==> config.mk <==
export PLATFORM = sky130hd
export DESIGN_NAME = pc_sequencer_flat
export DESIGN_NICKNAME = d
export VERILOG_FILES = /design/src/rtl/pc_seq_pkg.sv /design/src/rtl/pc_sequencer_if.sv /design/src/rtl/cla_adder_n.sv /design/src/rtl/pc_sequencer.sv /design/src/flat_wrapper.sv
export SDC_FILE = /design/constraint.sdc
export NUM_CORES = 1
export LEC_CHECK = 0
export CELL_PAD_IN_SITES_DETAIL_PLACEMENT = 1
export CELL_PAD_IN_SITES_GLOBAL_PLACEMENT = 1
export CORE_ASPECT_RATIO = 1.1
export CORE_MARGIN = 2
export CORE_UTILIZATION = 28
export CTS_CLUSTER_DIAMETER = 60
export CTS_CLUSTER_SIZE = 12
export DETAILED_ROUTE_END_ITERATION = 7
export PLACE_DENSITY = 0.76
export SLEW_MARGIN = 0
export SYNTH_ARGS = -nofsm -noshare
export SYNTH_HDL_FRONTEND = slang
export SYNTH_SLANG_ARGS = --single-unit
==> constraint.sdc <==
create_clock -name clk -period 2.5 [get_ports clk]
set_input_delay 0.375 -clock clk [delete_from_list [all_inputs] [get_ports clk]]
set_output_delay 0.375 -clock clk [all_outputs]
set_load 0.02 [all_outputs]
==> src/rtl/pc_seq_pkg.sv <==
// Shared types and defaults for the IF-stage program-counter sequencer.
// Optional alignment checking is enabled with the PC_ALIGN_CHECK_EN macro.
package pc_seq_pkg;

  typedef enum logic [1:0] {
    ST_BOOT  = 2'd0,
    ST_RUN   = 2'd1,
    ST_REDIR = 2'd2
  } seq_state_e;

  typedef enum logic [2:0] {
    SEL_SEQ    = 3'd0,
    SEL_HOLD   = 3'd1,
    SEL_EXC    = 3'd2,
    SEL_JR     = 3'd3,
    SEL_JUMP   = 3'd4,
    SEL_BRANCH = 3'd5
  } pc_sel_e;

  localparam logic [31:0] DEF_RESET_VECTOR = 32'h0000_0000;
  localparam logic [31:0] DEF_EXC_VECTOR   = 32'h8000_0180;

  function automatic logic is_redirect(input pc_sel_e s);
    return (s == SEL_EXC) || (s == SEL_JR) || (s == SEL_JUMP) || (s == SEL_BRANCH);
  endfunction

endpackage

==> src/rtl/pc_sequencer_if.sv <==
// Request/response bundle between the pipeline control and the PC sequencer.
// misalign_o exists only when PC_ALIGN_CHECK_EN is defined.
interface pc_sequencer_if #(parameter int XLEN = 32);
  logic            stall_i;
  logic            exc_i;
  logic            jr_i;
  logic [XLEN-1:0] jr_target_i;
  logic            jump_i;
  logic [25:0]     jump_index_i;
  logic            branch_i;
  logic [XLEN-1:0] branch_base_i;
  logic [XLEN-1:0] branch_off_i;
  logic [XLEN-1:0] pc_o;
  logic [XLEN-1:0] pc_inc_o;
  logic            fetch_valid_o;
  logic            flush_o;
`ifdef PC_ALIGN_CHECK_EN
  logic            misalign_o;
`endif

  modport master (
    output stall_i, exc_i, jr_i, jr_target_i, jump_i, jump_index_i,
           branch_i, branch_base_i, branch_off_i,
    input  pc_o, pc_inc_o, fetch_valid_o, flush_o
`ifdef PC_ALIGN_CHECK_EN
    , misalign_o
`endif
  );

  modport slave (
    input  stall_i, exc_i, jr_i, jr_target_i, jump_i, jump_index_i,
           branch_i, branch_base_i, branch_off_i,
    output pc_o, pc_inc_o, fetch_valid_o, flush_o
`ifdef PC_ALIGN_CHECK_EN
    , misalign_o
`endif
  );
endinterface

==> src/rtl/cla_adder_n.sv <==
// Parametrised-width carry-lookahead adder built as a parallel-prefix
// (Kogge-Stone) carry tree; cin is folded in after the prefix.
module cla_adder_n #(
  parameter int W = 32
) (
  input  logic [W-1:0] a,
  input  logic [W-1:0] b,
  input  logic         cin,
  output logic [W-1:0] sum,
  output logic         cout
);
  localparam int LVL = $clog2(W);

  logic [W-1:0] hp, g, p, gn, pn;
  logic [W:0]   c;

  always_comb begin
    hp = a ^ b;
    g  = a & b;
    p  = hp;
    gn = g;
    pn = p;
    for (int l = 0; l < LVL; l++) begin
      gn = g;
      pn = p;
      for (int i = 0; i < W; i++) begin
        if (i >= (1 << l)) begin
          gn[i] = g[i] | (p[i] & g[i - (1 << l)]);
          pn[i] = p[i] & p[i - (1 << l)];
        end
      end
      g = gn;
      p = pn;
    end
    // g/p now hold group generate/propagate over bits [i:0]
    c[0] = cin;
    for (int i = 0; i < W; i++) c[i+1] = g[i] | (p[i] & cin);
    sum  = hp ^ c[W-1:0];
    cout = c[W];
  end
endmodule

==> src/rtl/pc_sequencer.sv <==
// IF-stage PC sequencer: PC register, fixed-priority next-PC select, boot
// cycle, flush pulse after redirects. Define PC_ALIGN_CHECK_EN for misalign_o.
module pc_sequencer
  import pc_seq_pkg::*;
#(
  parameter int          XLEN         = 32,
  parameter int          INC          = 4,
  parameter logic [31:0] RESET_VECTOR = DEF_RESET_VECTOR,
  parameter logic [31:0] EXC_VECTOR   = DEF_EXC_VECTOR
) (
  input logic           clk,
  input logic           rst_n,
  pc_sequencer_if.slave bus
);
  localparam logic [1:0]      S_BOOT  = 2'(ST_BOOT);
  localparam logic [1:0]      S_RUN   = 2'(ST_RUN);
  localparam logic [1:0]      S_REDIR = 2'(ST_REDIR);
  localparam logic [XLEN-1:0] RST_PC  = XLEN'(RESET_VECTOR);
  localparam logic [XLEN-1:0] EXC_PC  = XLEN'(EXC_VECTOR);
  localparam logic [XLEN-1:0] INC_W   = XLEN'(INC);

  logic [1:0]      state_q, state_nx;
  logic [XLEN-1:0] pc_q, pc_nx, pc_inc, br_off_inc, br_tgt;
  logic            flush_q, fv_q, redirect;
  logic            inc_cout_unused, br_cout_unused;
  pc_sel_e         sel;

  cla_adder_n #(.W(XLEN)) u_inc (
    .a(pc_q), .b(INC_W), .cin(1'b0), .sum(pc_inc), .cout(inc_cout_unused)
  );

  // Word offset scaled and pre-biased by INC so the target is one add.
  assign br_off_inc = (bus.branch_off_i << 2) + INC_W;

  cla_adder_n #(.W(XLEN)) u_br (
    .a(bus.branch_base_i), .b(br_off_inc), .cin(1'b0), .sum(br_tgt), .cout(br_cout_unused)
  );

  always_comb begin
    if (state_q == S_BOOT)    sel = SEL_HOLD;
    else if (bus.exc_i)       sel = SEL_EXC;
    else if (bus.jr_i)        sel = SEL_JR;
    else if (bus.jump_i)      sel = SEL_JUMP;
    else if (bus.branch_i)    sel = SEL_BRANCH;
    else if (bus.stall_i)     sel = SEL_HOLD;
    else                      sel = SEL_SEQ;
  end

  assign redirect = is_redirect(sel);

`ifdef PC_ALIGN_CHECK_EN
  logic mis_nx, misalign_q;
`endif

  always_comb begin
    pc_nx = pc_q;
    case (sel)
      SEL_SEQ:    pc_nx = pc_inc;
      SEL_EXC:    pc_nx = EXC_PC;
      SEL_JR:     pc_nx = bus.jr_target_i;
      SEL_JUMP:   pc_nx = {pc_inc[XLEN-1:28], bus.jump_index_i, 2'b00};
      SEL_BRANCH: pc_nx = br_tgt;
      default:    pc_nx = pc_q;
    endcase
`ifdef PC_ALIGN_CHECK_EN
    mis_nx = 1'b0;
    if ((sel == SEL_JR || sel == SEL_BRANCH) && pc_nx[1:0] != 2'b00) begin
      mis_nx = 1'b1;
      pc_nx  = EXC_PC;
    end
`endif
  end

  assign state_nx = redirect ? S_REDIR : S_RUN;

  always_ff @(posedge clk or negedge rst_n) begin
    if (!rst_n) begin
      state_q <= S_BOOT;
      pc_q    <= RST_PC;
      flush_q <= 1'b0;
      fv_q    <= 1'b0;
    end else begin
      state_q <= state_nx;
      pc_q    <= pc_nx;
      flush_q <= redirect;
      fv_q    <= (state_nx != S_BOOT);
    end
  end

`ifdef PC_ALIGN_CHECK_EN
  always_ff @(posedge clk or negedge rst_n) begin
    if (!rst_n) misalign_q <= 1'b0;
    else        misalign_q <= mis_nx;
  end
  assign bus.misalign_o = misalign_q;
`endif

  assign bus.pc_o          = pc_q;
  assign bus.pc_inc_o      = pc_inc;
  assign bus.fetch_valid_o = fv_q;
  assign bus.flush_o       = flush_q;
endmodule

==> src/flat_wrapper.sv <==
// flat-port wrapper written by rule: the top's interface ports become plain ports
module pc_sequencer_flat import pc_seq_pkg::*;
#(
  parameter int          XLEN         = 32,
  parameter int          INC          = 4,
  parameter logic [31:0] RESET_VECTOR = DEF_RESET_VECTOR,
  parameter logic [31:0] EXC_VECTOR   = DEF_EXC_VECTOR
)
  (clk, rst_n, bus_stall_i, bus_exc_i, bus_jr_i, bus_jr_target_i, bus_jump_i, bus_jump_index_i, bus_branch_i, bus_branch_base_i, bus_branch_off_i, bus_pc_o, bus_pc_inc_o, bus_fetch_valid_o, bus_flush_o);
  pc_sequencer_if #(.XLEN(XLEN)) bus_i ();
  input logic clk;
  input logic rst_n;
  input wire logic [$bits(bus_i.stall_i)-1:0] bus_stall_i;
  input wire logic [$bits(bus_i.exc_i)-1:0] bus_exc_i;
  input wire logic [$bits(bus_i.jr_i)-1:0] bus_jr_i;
  input wire logic [$bits(bus_i.jr_target_i)-1:0] bus_jr_target_i;
  input wire logic [$bits(bus_i.jump_i)-1:0] bus_jump_i;
  input wire logic [$bits(bus_i.jump_index_i)-1:0] bus_jump_index_i;
  input wire logic [$bits(bus_i.branch_i)-1:0] bus_branch_i;
  input wire logic [$bits(bus_i.branch_base_i)-1:0] bus_branch_base_i;
  input wire logic [$bits(bus_i.branch_off_i)-1:0] bus_branch_off_i;
  output wire logic [$bits(bus_i.pc_o)-1:0] bus_pc_o;
  output wire logic [$bits(bus_i.pc_inc_o)-1:0] bus_pc_inc_o;
  output wire logic [$bits(bus_i.fetch_valid_o)-1:0] bus_fetch_valid_o;
  output wire logic [$bits(bus_i.flush_o)-1:0] bus_flush_o;
  assign bus_i.stall_i = bus_stall_i;
  assign bus_i.exc_i = bus_exc_i;
  assign bus_i.jr_i = bus_jr_i;
  assign bus_i.jr_target_i = bus_jr_target_i;
  assign bus_i.jump_i = bus_jump_i;
  assign bus_i.jump_index_i = bus_jump_index_i;
  assign bus_i.branch_i = bus_branch_i;
  assign bus_i.branch_base_i = bus_branch_base_i;
  assign bus_i.branch_off_i = bus_branch_off_i;
  assign bus_pc_o = bus_i.pc_o;
  assign bus_pc_inc_o = bus_i.pc_inc_o;
  assign bus_fetch_valid_o = bus_i.fetch_valid_o;
  assign bus_flush_o = bus_i.flush_o;
  pc_sequencer #(.XLEN(XLEN), .INC(INC), .RESET_VECTOR(RESET_VECTOR), .EXC_VECTOR(EXC_VECTOR)) u_core (.clk(clk), .rst_n(rst_n), .bus(bus_i));
endmodule
==> results of run 1 <==
stage by stage:
step / hold WS [ns] / cell area (sq um) / cells
detailed placement: 0.510 / 8620 / 1200
CTS: 0.215 / 9450 / 1238
global route: 0.249 / 10000 / 1262
global placement: 0.516 / 8620 / 1200
finish: 0.194 / 10000 / 1262
floorplan: 0.0794 / 4940 / 624
layout make-up:
type                            count  area, sq um  share of cell area
Multi-Input combinational cell    542         4700               0.469
Timing Repair Buffer              456         4000               0.399
Sequential cell                    35          880              0.0877
Tap cell                          208          260              0.0259
Clock buffer                        7          133              0.0132
Inverter                           13         48.8             0.00486
Clock inverter                      1         5.00            0.000499
per-layer routing:
metal,up-vias,GRT usage,wire (microns)
met4,0,0.0949,936
li1,3166,-,-
met5,-,0,0
met1,3416,0.317,11300
met2,229,0.529,14900
met3,77,0.0148,933
worst max-delay path, cell delays in order:
cell and delay (ns):
buf_6 0.07, and4_4 0.25, and3_4 0.24, nand2_4 0.07, xnor2_4 0.22, ha_4 0.24, buf_4 0.16, nand3_1 0.13
nor2_1 0.10, a211o_1 0.30, or4_4 0.51, a31o_1 0.27, a2111o_1 0.37, nand2_1 0.07
cells in the mapped netlist (4+ instances only):
cell | n | area [sq um]
or2_2 | 5 | 31.3
a221oi_1 | 9 | 78.8
nor2_1 | 48 | 180
o211ai_1 | 4 | 30.0
a31oi_1 | 11 | 68.8
nand4_1 | 14 | 87.6
a21oi_1 | 39 | 195
clkbuf_1 | 27 | 101
dfrtp_1 | 35 | 876
or3_1 | 5 | 31.3
o21bai_1 | 6 | 45.0
ha_1 | 36 | 450
a41oi_1 | 5 | 43.8
nand2b_1 | 10 | 62.6
o221ai_1 | 4 | 35.0
a21o_1 | 18 | 135
nor3_1 | 16 | 80.1
nand2_1 | 59 | 221
xor2_1 | 42 | 368
a211o_1 | 4 | 35.0
a221o_1 | 6 | 60.1
o21ai_0 | 37 | 185
and4_1 | 5 | 43.8
inv_1 | 13 | 48.8
nand3_1 | 29 | 145
xnor2_1 | 54 | 473
a222oi_1 | 9 | 90.1
and3_1 | 12 | 75.1
a22oi_1 | 9 | 67.6
power by group:
part / leakage (uW) / internal [uW] / total, uW / switching [uW]
combinational: 0.00393 / 2020 / 4250 / 2220
clock: 0.0000679 / 369 / 622 / 253
sequential: 0.000434 / 750 / 966 / 216
total: 0.00443 / 3140 / 5830 / 2690
worst paths after layout:
| check | start | endpoint | slack (ns) | cells past startpoint |
|---|---|---|---|---|
| worst max-delay path | bus_branch_off_i[3] | u_core.bus.pc_o[31] | -0.67 | 14 |
| worst min-delay path | rst_n | u_core.bus.pc_o[5] | 0.19 | 1 |
| worst max register to register | u_core.bus.pc_o[2] | u_core.bus.pc_o[21] | -0.06 | 9 |
| worst min register to register | u_core.bus.pc_o[0] | u_core.bus.pc_o[0] | 0.56 | 2 |
| max in group asynchronous | rst_n | u_core.bus.pc_o[3] | 1.70 | 1 |
| min in group clk | u_core.bus.pc_o[0] | u_core.bus.pc_o[0] | 0.56 | 2 |
cells by family (layout without fill, tap and decap cells):
logic type      Yosys count  count (layout)  synth area share
xor+xnor                 96              96             0.176
mux                       3               3           0.00656
flops                    35              35             0.184
simple gates            220             220             0.228
other cells               1               1          0.000786
fa+ha+maj                37              37            0.0987
buf+inv                  47             477            0.0404
compound gates          185             185             0.266
flip-flops by register name, indices dropped and copies added (netlist names):
| signal | count |
|---|---|
| u_core.bus.fetch_valid_o | 1 |
| u_core.bus.pc_o | 32 |
| u_core.state_q | 1 |
| u_core.bus.flush_o | 1 |
repair_timing:
action	in CTS	in global routing
setup buffers	30	27
endpoints found under the setup margin	50	42
hold buffers	0	0
pin swaps	81	80
resized for setup	267	89
==> run_results.csv, run 1 <==
group,metric,value,unit
yosys,ys_ff_latch,35,
timing,hold_viol,0,
timing,fmax,316,MHz
finish,final_cell_mix,"buf_4 (241), clkdlybuf4s50_1 (145), nand2_1 (49)",
drt,drc_errors,0,
worst_setup_path,endpoint_kind,"flip-flop",
worst_setup_path,critPathLaunchType,"primary input",
yosys,postSynthAreaPerCell,7.64,sq um
floorplan,start_util,0.283,
drt,wl,28.1,mm
clock_tree,clk_latency,0.29,ns
grt,gr-total-overflow,0,
floorplan,ios,195,
timing,report.final.slew_viol_count,0,
timing,rsz0062_at_grt,"true",
finish,antenna_cells,0,
finish,finish.utilization,0.596,
job,cap_violations,0,
timing,fin_skew,0.00605,ns
pwr,cellPowerDensity,581,nW/um^2
yosys,ys_warn_count,0,
clock_tree,h-tree-depth,2,
timing,tns,-9.95,ns
worst_setup_path,crit_type,"in2reg",
floorplan,die_x,128,microns
grt,grt_pass1_wl,39.5,mm
yosys,synth-seq-area-share,0.184,
placement,place_congestion,0.884,
timing,slew-limit-headroom,0.416,
clock_tree,cts_buffer_depth,2,
timing,setup_viol,34,
floorplan,placementRows,50,
timing,max_slew.worst_pin.slew,0.876,ns
yosys,syn_nets,790,
pwr,vdd_drop_max,250,uV
floorplan,core_area,16800,sq um
floorplan,dieArea,18100,sq um
clock_tree,clock-root-buffer,"clkbuf_16",
grt,grt_pass1_vias,7478,
drt,ant_nets,0,
grt,grt_antenna_before_repair,0,
clock_tree,clk_pin_slew_worst_paths,0.06,ns
clock_tree,cts_tree,"yes",
finish,final_common_cell,"buf_4",
clock_tree,numCtsBuffers,5,
drt,detail_route.iter0.violations,317,
finish,area_growth,110,%
placement,pre_cts_slack,-1.57,ns
placement,port_buffers,192,
worst_setup_path,arrival,3.39,ns
drt,wl_per_cell,22.3,microns
yosys,synthArstFlopShare,1.00,
worst_setup_path,cp_max_fo,7,
yosys,ys.flop_type,"dfrtp_1",
yosys,synth_edf_count,0,
yosys,syn_inst,624,
status,failed_checks,"negative setup slack",
pwr,p_total,5830,uW
timing,finalCritPeriodShare,1.27,
min_path,hp-class,"in2async",
drt,via_per_inst,5.46,
finish,num-fill-cells,1892,
status,status,"finished with violations",
floorplan,die_h,141,microns
yosys,netlist_area,4770,sq um
timing,fin_crit,3.17,ns
drt,dr.pass1.iters,7,
yosys,ys_types,62,
grt,grt_util_all_layers,0.275,
worst_setup_path,required,2.72,ns
clock_tree,cts.sinks,35,
placement,hpwl,18.9,mm
drt,route.vias.total,6888,
finish,fin_nets,1219,
finish,drive_gt1_frac,0.427,
timing,fin_ws,-0.665,ns
grt,grt_start_max_net_pins,36,
pwr,p_leak,0.00443,uW
(Power assumes the default switching activity.)
==> inputs of run 2 (changes only) <==
--- a/config.mk
+++ b/config.mk
@@ -7,7 +7,7 @@
 export LEC_CHECK = 0
 export CELL_PAD_IN_SITES_DETAIL_PLACEMENT = 1
 export CELL_PAD_IN_SITES_GLOBAL_PLACEMENT = 1
-export CORE_ASPECT_RATIO = 1.1
+export CORE_ASPECT_RATIO = 0.6
 export CORE_MARGIN = 2
 export CORE_UTILIZATION = 28
 export CTS_CLUSTER_DIAMETER = 60
==> run_results.csv, run 2 (synthesis gave the netlist of run 1 again) <==
group,metric,value,unit
status,status,"finished with violations",
status,failed_checks,"negative setup slack",
placement,place_congestion,0.894,
drt,highest_layer,"met4",
pwr,p_int,3340,uW
timing,rsz0062_at_grt,"true",
clock_tree,cts_buffer_depth,2,
clock_tree,clk_pin_slew_worst_paths,0.06,ns
timing,report.final.slew_viol_count,0,
pwr,cellPowerDensity,603,nW/um^2
pwr,combPwrFrac,0.722,
finish,final_common_cell,"buf_4",
drt,drc_errors,0,
timing,holdWs,0.195,ns
worst_setup_path,crit_buf_inv,1,
floorplan,placementRows,36,
floorplan,core_area,16400,sq um
grt,gr-total-overflow,0,
finish,seqCellArea,880,sq um
job,cap_violations,0,
worst_setup_path,slowest_stage,"or4_4",
drt,wl_per_cell,23.8,microns
placement,dpl.cell_count,1228,
floorplan,die_h,105,microns
timing,finalCritPeriodShare,1.29,
finish,drive_gt1_frac,0.455,
timing,hold_viol,0,
placement,port_buffers,192,
clock_tree,cts.sinks,35,
finish,final_cell_mix,"buf_4 (249), clkdlybuf4s50_1 (144), nand2_1 (49)",
worst_setup_path,cp_cell_sequence,"buf_6 > and4_4 > and3_4 > nand4_1 > xnor2_2 > ha_1 > o21ai_1 > nor2_1 > a211o_1 > or4_4 > a31o_1 > a2111o_1 > nand2_1",
grt,grt_pass1_wl,42.2,mm
clock_tree,h-tree-depth,2,
drt,detail_route.iter0.violations,620,
timing,slew-limit-headroom,0.424,
drt,ant_nets,0,
timing,fin_ws,-0.717,ns
worst_setup_path,required,2.73,ns
min_path,hp-class,"in2async",
clock_tree,cts_hold_buf,0,
finish,multi_input_comb_area,4820,sq um
timing,tns,-10.95,ns
timing,max_slew.worst_pin.slew,0.864,ns
drt,m1WireLength,13.3,mm
pwr,p_total,6190,uW
timing,fmax,311,MHz
grt,grt_start_max_net_pins,36,
pwr,p_leak,0.00449,uW
finish,area_growth,115,%
floorplan,start_util,0.290,
pwr,vdd_drop_max,341,uV
drt,route.vias.total,7138,
finish,layout.cells.non_filler,1290,
drt,wl_met3,1.91,mm
worst_setup_path,crit_family,"simple AND/OR/NAND/NOR gates",
pwr,p_sw_frac,0.461,
finish,antenna_cells,0,
worst_setup_path,critPathLaunchType,"primary input",
pwr,p_switching,2850,uW
worst_setup_path,max_stage_delay,0.56,ns
drt,wl,30.7,mm
timing,setup_viol,30,
finish,largest_reg_flops,32,
worst_setup_path,cp_max_fo,5,
floorplan,dieArea,18100,sq um
clock_tree,cts_tree,"yes",
grt,grt_antenna_before_repair,0,
clock_tree,clk_latency,0.29,ns
floorplan,ios,195,
worst_setup_path,endpoint_kind,"flip-flop",
clock_tree,clock-root-buffer,"clkbuf_16",
finish,finish.utilization,0.625,
timing,fin_skew,0.00405,ns
drt,dr.pass1.iters,5,
worst_setup_path,arrival,3.45,ns
finish,fin_nets,1227,
worst_setup_path,crit_type,"in2reg",
clock_tree,numCtsBuffers,5,
grt,grt_util_all_layers,0.300,
drt,dr_wl_met2,14.6,mm
timing,fin_crit,3.22,ns
floorplan,die_x,172,microns
pwr,p_seq_frac,0.156,
pwr,pwr-share-clk,0.122,
finish,num-fill-cells,1857,
drt,via_per_inst,5.53,
placement,hpwl,20.4,mm
grt,grt_pass1_vias,7517,
-- run 2: cell types whose count changed in the layout (fill, tap and decap cells not counted), sizes merged --
cell	change
bufinv	+1
clkinvlp	+1
buf	+10
clkbuf	-2
inv	+1
clkinv	-1
dlymetal6s2s	-1
clkdlybuf4s50	-1
clkdlybuf4s15	+3
dlygate4sd2	-3
-- run 2: power by group through the flow --
stage / registers, uW / clock network [uW] / logic [uW]
floorplan: 1190 / 0 / 1430
global placement: 902 / 0 / 3710
detailed placement: 922 / 0 / 3820
CTS: 938 / 746 / 4040
global route: 985 / 774 / 4650
finish: 968 / 753 / 4470
-- run 2: cell type report --
type / instances / share of cell area
clock buffer: 5 / 0.0122
sequential: 35 / 0.0856
tap: 228 / 0.0278
timing repair buffer: 464 / 0.396
inverter: 13 / 0.00475
clock inverter: 3 / 0.00451
multi-input combinational: 542 / 0.469
-- run 2: worst paths after layout --
path                       slack, ns                   to           startpoint  cells past startpoint
setup / recovery               -0.72  u_core.bus.pc_o[31]  bus_branch_off_i[5]                     13
setup reg to reg               -0.10  u_core.bus.pc_o[31]  u_core.bus.pc_o[15]                     12
max in group asynchronous       1.70   u_core.bus.pc_o[4]                rst_n                      1
hold / removal                  0.19  u_core.bus.pc_o[28]                rst_n                      1
hold reg to reg                 0.53   u_core.bus.pc_o[1]   u_core.bus.pc_o[1]                      2
min in group clk                0.53   u_core.bus.pc_o[1]   u_core.bus.pc_o[1]                      2
-- run 2: metal layers --
metal,track usage,vias up
met5,0,-
met4,0.0528,0
met3,0.0333,69
met2,0.510,352
met1,0.411,3537
li1,-,3180
-- run 2: through the flow --
step / area, sq um / setup WS [ns]
floorplan: 4940 / -0.682
detailed placement: 8670 / -1.55
finish: 10300 / -0.717
CTS: 9660 / -0.599
global placement: 8670 / -1.32
global route: 10300 / -0.823
-- run 2: repair_timing --
action	in CTS	in global routing
pin swaps	102	81
buffers inserted	39	25
resized for setup	296	104
endpoints found under the setup margin	52	48
==> inputs of run 3 (changes only) <==
--- a/config.mk
+++ b/config.mk
@@ -8,7 +8,7 @@
 export CELL_PAD_IN_SITES_DETAIL_PLACEMENT = 1
 export CELL_PAD_IN_SITES_GLOBAL_PLACEMENT = 1
 export CORE_ASPECT_RATIO = 0.6
-export CORE_MARGIN = 2
+export CORE_MARGIN = 5
 export CORE_UTILIZATION = 28
 export CTS_CLUSTER_DIAMETER = 60
 export CTS_CLUSTER_SIZE = 12
==> run_results.csv, run 3 (synthesis gave the netlist of run 1 again) <==
group,metric,value,unit
status,status,"finished with violations",
status,failed_checks,"negative setup slack",
clock_tree,cts.sinks,35,
grt,grt_pass1_vias,7633,
worst_setup_path,slowest_stage,"and4_4",
grt,grt_start_max_net_pins,36,
placement,hpwl,20.6,mm
drt,dr.pass1.iters,5,
placement,dpl_cell_area,8720,sq um
finish,final_common_cell,"buf_4",
timing,finalCritPeriodShare,1.28,
floorplan,die_x,178,microns
timing,report.final.slew_viol_count,0,
min_path,hp-class,"in2async",
worst_setup_path,cp_max_fo,4,
floorplan,dieArea,19800,sq um
finish,final_cell_mix,"buf_4 (247), clkdlybuf4s50_1 (143), nand2_1 (50), buf_6 (50), xnor2_1 (37)",
floorplan,start_util,0.281,
floorplan,placementRows,37,
drt,via_per_inst,5.54,
timing,setup_viol,28,
drt,route.vias.total,7205,
clock_tree,cts_tree,"yes",
finish,antenna_cells,0,
grt,grt_util_all_layers,0.266,
placement,pre_cts_slack,-1.53,ns
worst_setup_path,cp_cell_sequence,"buf_6 > and4_4 > and3_4 > nor2b_4 > buf_6 > nand2_4 > xnor2_4 > ha_4 > a21o_1 > a21o_1 > a21oi_4 > o221ai_4 > a21oi_4 > o21bai_1 > xnor2_1 > buf_4 > o211ai_1",
timing,fin_skew,0.00691,ns
drt,ant_nets,0,
floorplan,core_area,16900,sq um
worst_setup_path,crit_type,"in2reg",
floorplan,die_h,111,microns
drt,wl_per_cell,24.4,microns
drt,drc_errors,0,
placement,port_buffers,192,
clock_tree,clk_latency,0.28,ns
timing,max_slew.worst_pin.slew,0.871,ns
worst_setup_path,max_stage_delay,0.25,ns
finish,largest_reg_flops,32,
clock_tree,cts_hold_buf,0,
timing,holdWs,0.206,ns
floorplan,ios,195,
clock_tree,numCtsBuffers,5,
timing,hold_viol,0,
job,cap_violations,0,
finish,drive_gt1_frac,0.462,
clock_tree,clk_pin_slew_worst_paths,0.06,ns
worst_setup_path,arrival,3.33,ns
timing,fmax,314,MHz
timing,fin_ws,-0.689,ns
clock_tree,clock-root-buffer,"clkbuf_16",
finish,finish.utilization,0.621,
grt,gr-total-overflow,0,
finish,area_growth,121,%
timing,rsz0062_at_grt,"true",
timing,slew-limit-headroom,0.419,
finish,layout.cells.non_filler,1301,
pwr,p_leak,0.00457,uW
placement,place_congestion,0.900,
timing,fin_crit,3.19,ns
finish,num-fill-cells,1915,
finish,postLayoutCellArea,10500,sq um
placement,dpl.cell_count,1240,
drt,detail_route.iter0.violations,446,
clock_tree,h-tree-depth,2,
drt,wl,31.8,mm
pwr,cellPowerDensity,592,nW/um^2
pwr,vdd_drop_max,353,uV
clock_tree,cts_buffer_depth,2,
worst_setup_path,required,2.64,ns
grt,grt_pass1_wl,42.2,mm
worst_setup_path,endpoint_kind,"flip-flop",
grt,grt_antenna_before_repair,0,
worst_setup_path,critPathLaunchType,"primary input",
finish,fin_nets,1232,
[run 3: stage by stage]
stage               TNS (ns)  total power [uW]
finish                 -9.94              6230
global route          -12.33              6480
CTS                    -7.03              5740
detailed placement    -35.29              4770
global placement      -30.18              4670
floorplan              -6.64              2630
[run 3: worst paths after layout]
path                            slack, ns             endpoint  depth (start not counted)                 from
worst max-delay path                -0.69  u_core.bus.pc_o[26]                         17  bus_branch_off_i[3]
worst min register to register       0.57   u_core.bus.pc_o[0]                          2   u_core.bus.pc_o[0]
worst max register to register      -0.18  u_core.bus.pc_o[31]                         11  u_core.bus.pc_o[19]
max in group asynchronous            1.69   u_core.bus.pc_o[2]                          1                rst_n
worst min-delay path                 0.21  u_core.bus.pc_o[26]                          1                rst_n
min in group clk                     0.57   u_core.bus.pc_o[0]                          2   u_core.bus.pc_o[0]
[run 3: area by class of cell]
type	count	area (sq um)	share of cell area
clock buffer	6	139	0.0132
multi-input combinational	542	4990	0.474
inverter	13	48.8	0.00463
clock inverter	2	38.8	0.00368
timing repair buffer	469	4140	0.393
sequential	35	880	0.0835
tap	234	293	0.0278
[run 3: per-layer routing]
layer	vias up	wire (microns)	global-route usage	part of all wire
li1	3185	-	-	-
met1	3649	13700	0.359	0.43
met4	0	722	0.0373	0.023
met2	313	15400	0.453	0.48
met5	-	0	0	0
met3	58	1980	0.0484	0.062
[run 3: where the power goes]
part,switching (uW),internal (uW)
clock network,262,502
registers,218,749
logic,2340,2160
total,2820,3410
[run 3: worst max-delay path, delay by kind of cell]
kind	cells	cell delay [ns]
compound gates	7	1.27
simple gates	4	0.67
xor+xnor	2	0.39
buf+inv	3	0.37
fa+ha+maj	1	0.24
[run 3: what timing repair did]
item	in CTS	in global routing
endpoints found under the hold margin	0	0
pin swaps	79	71
setup endpoints to repair	52	49
resized for setup	301	114
buffers inserted	31	24
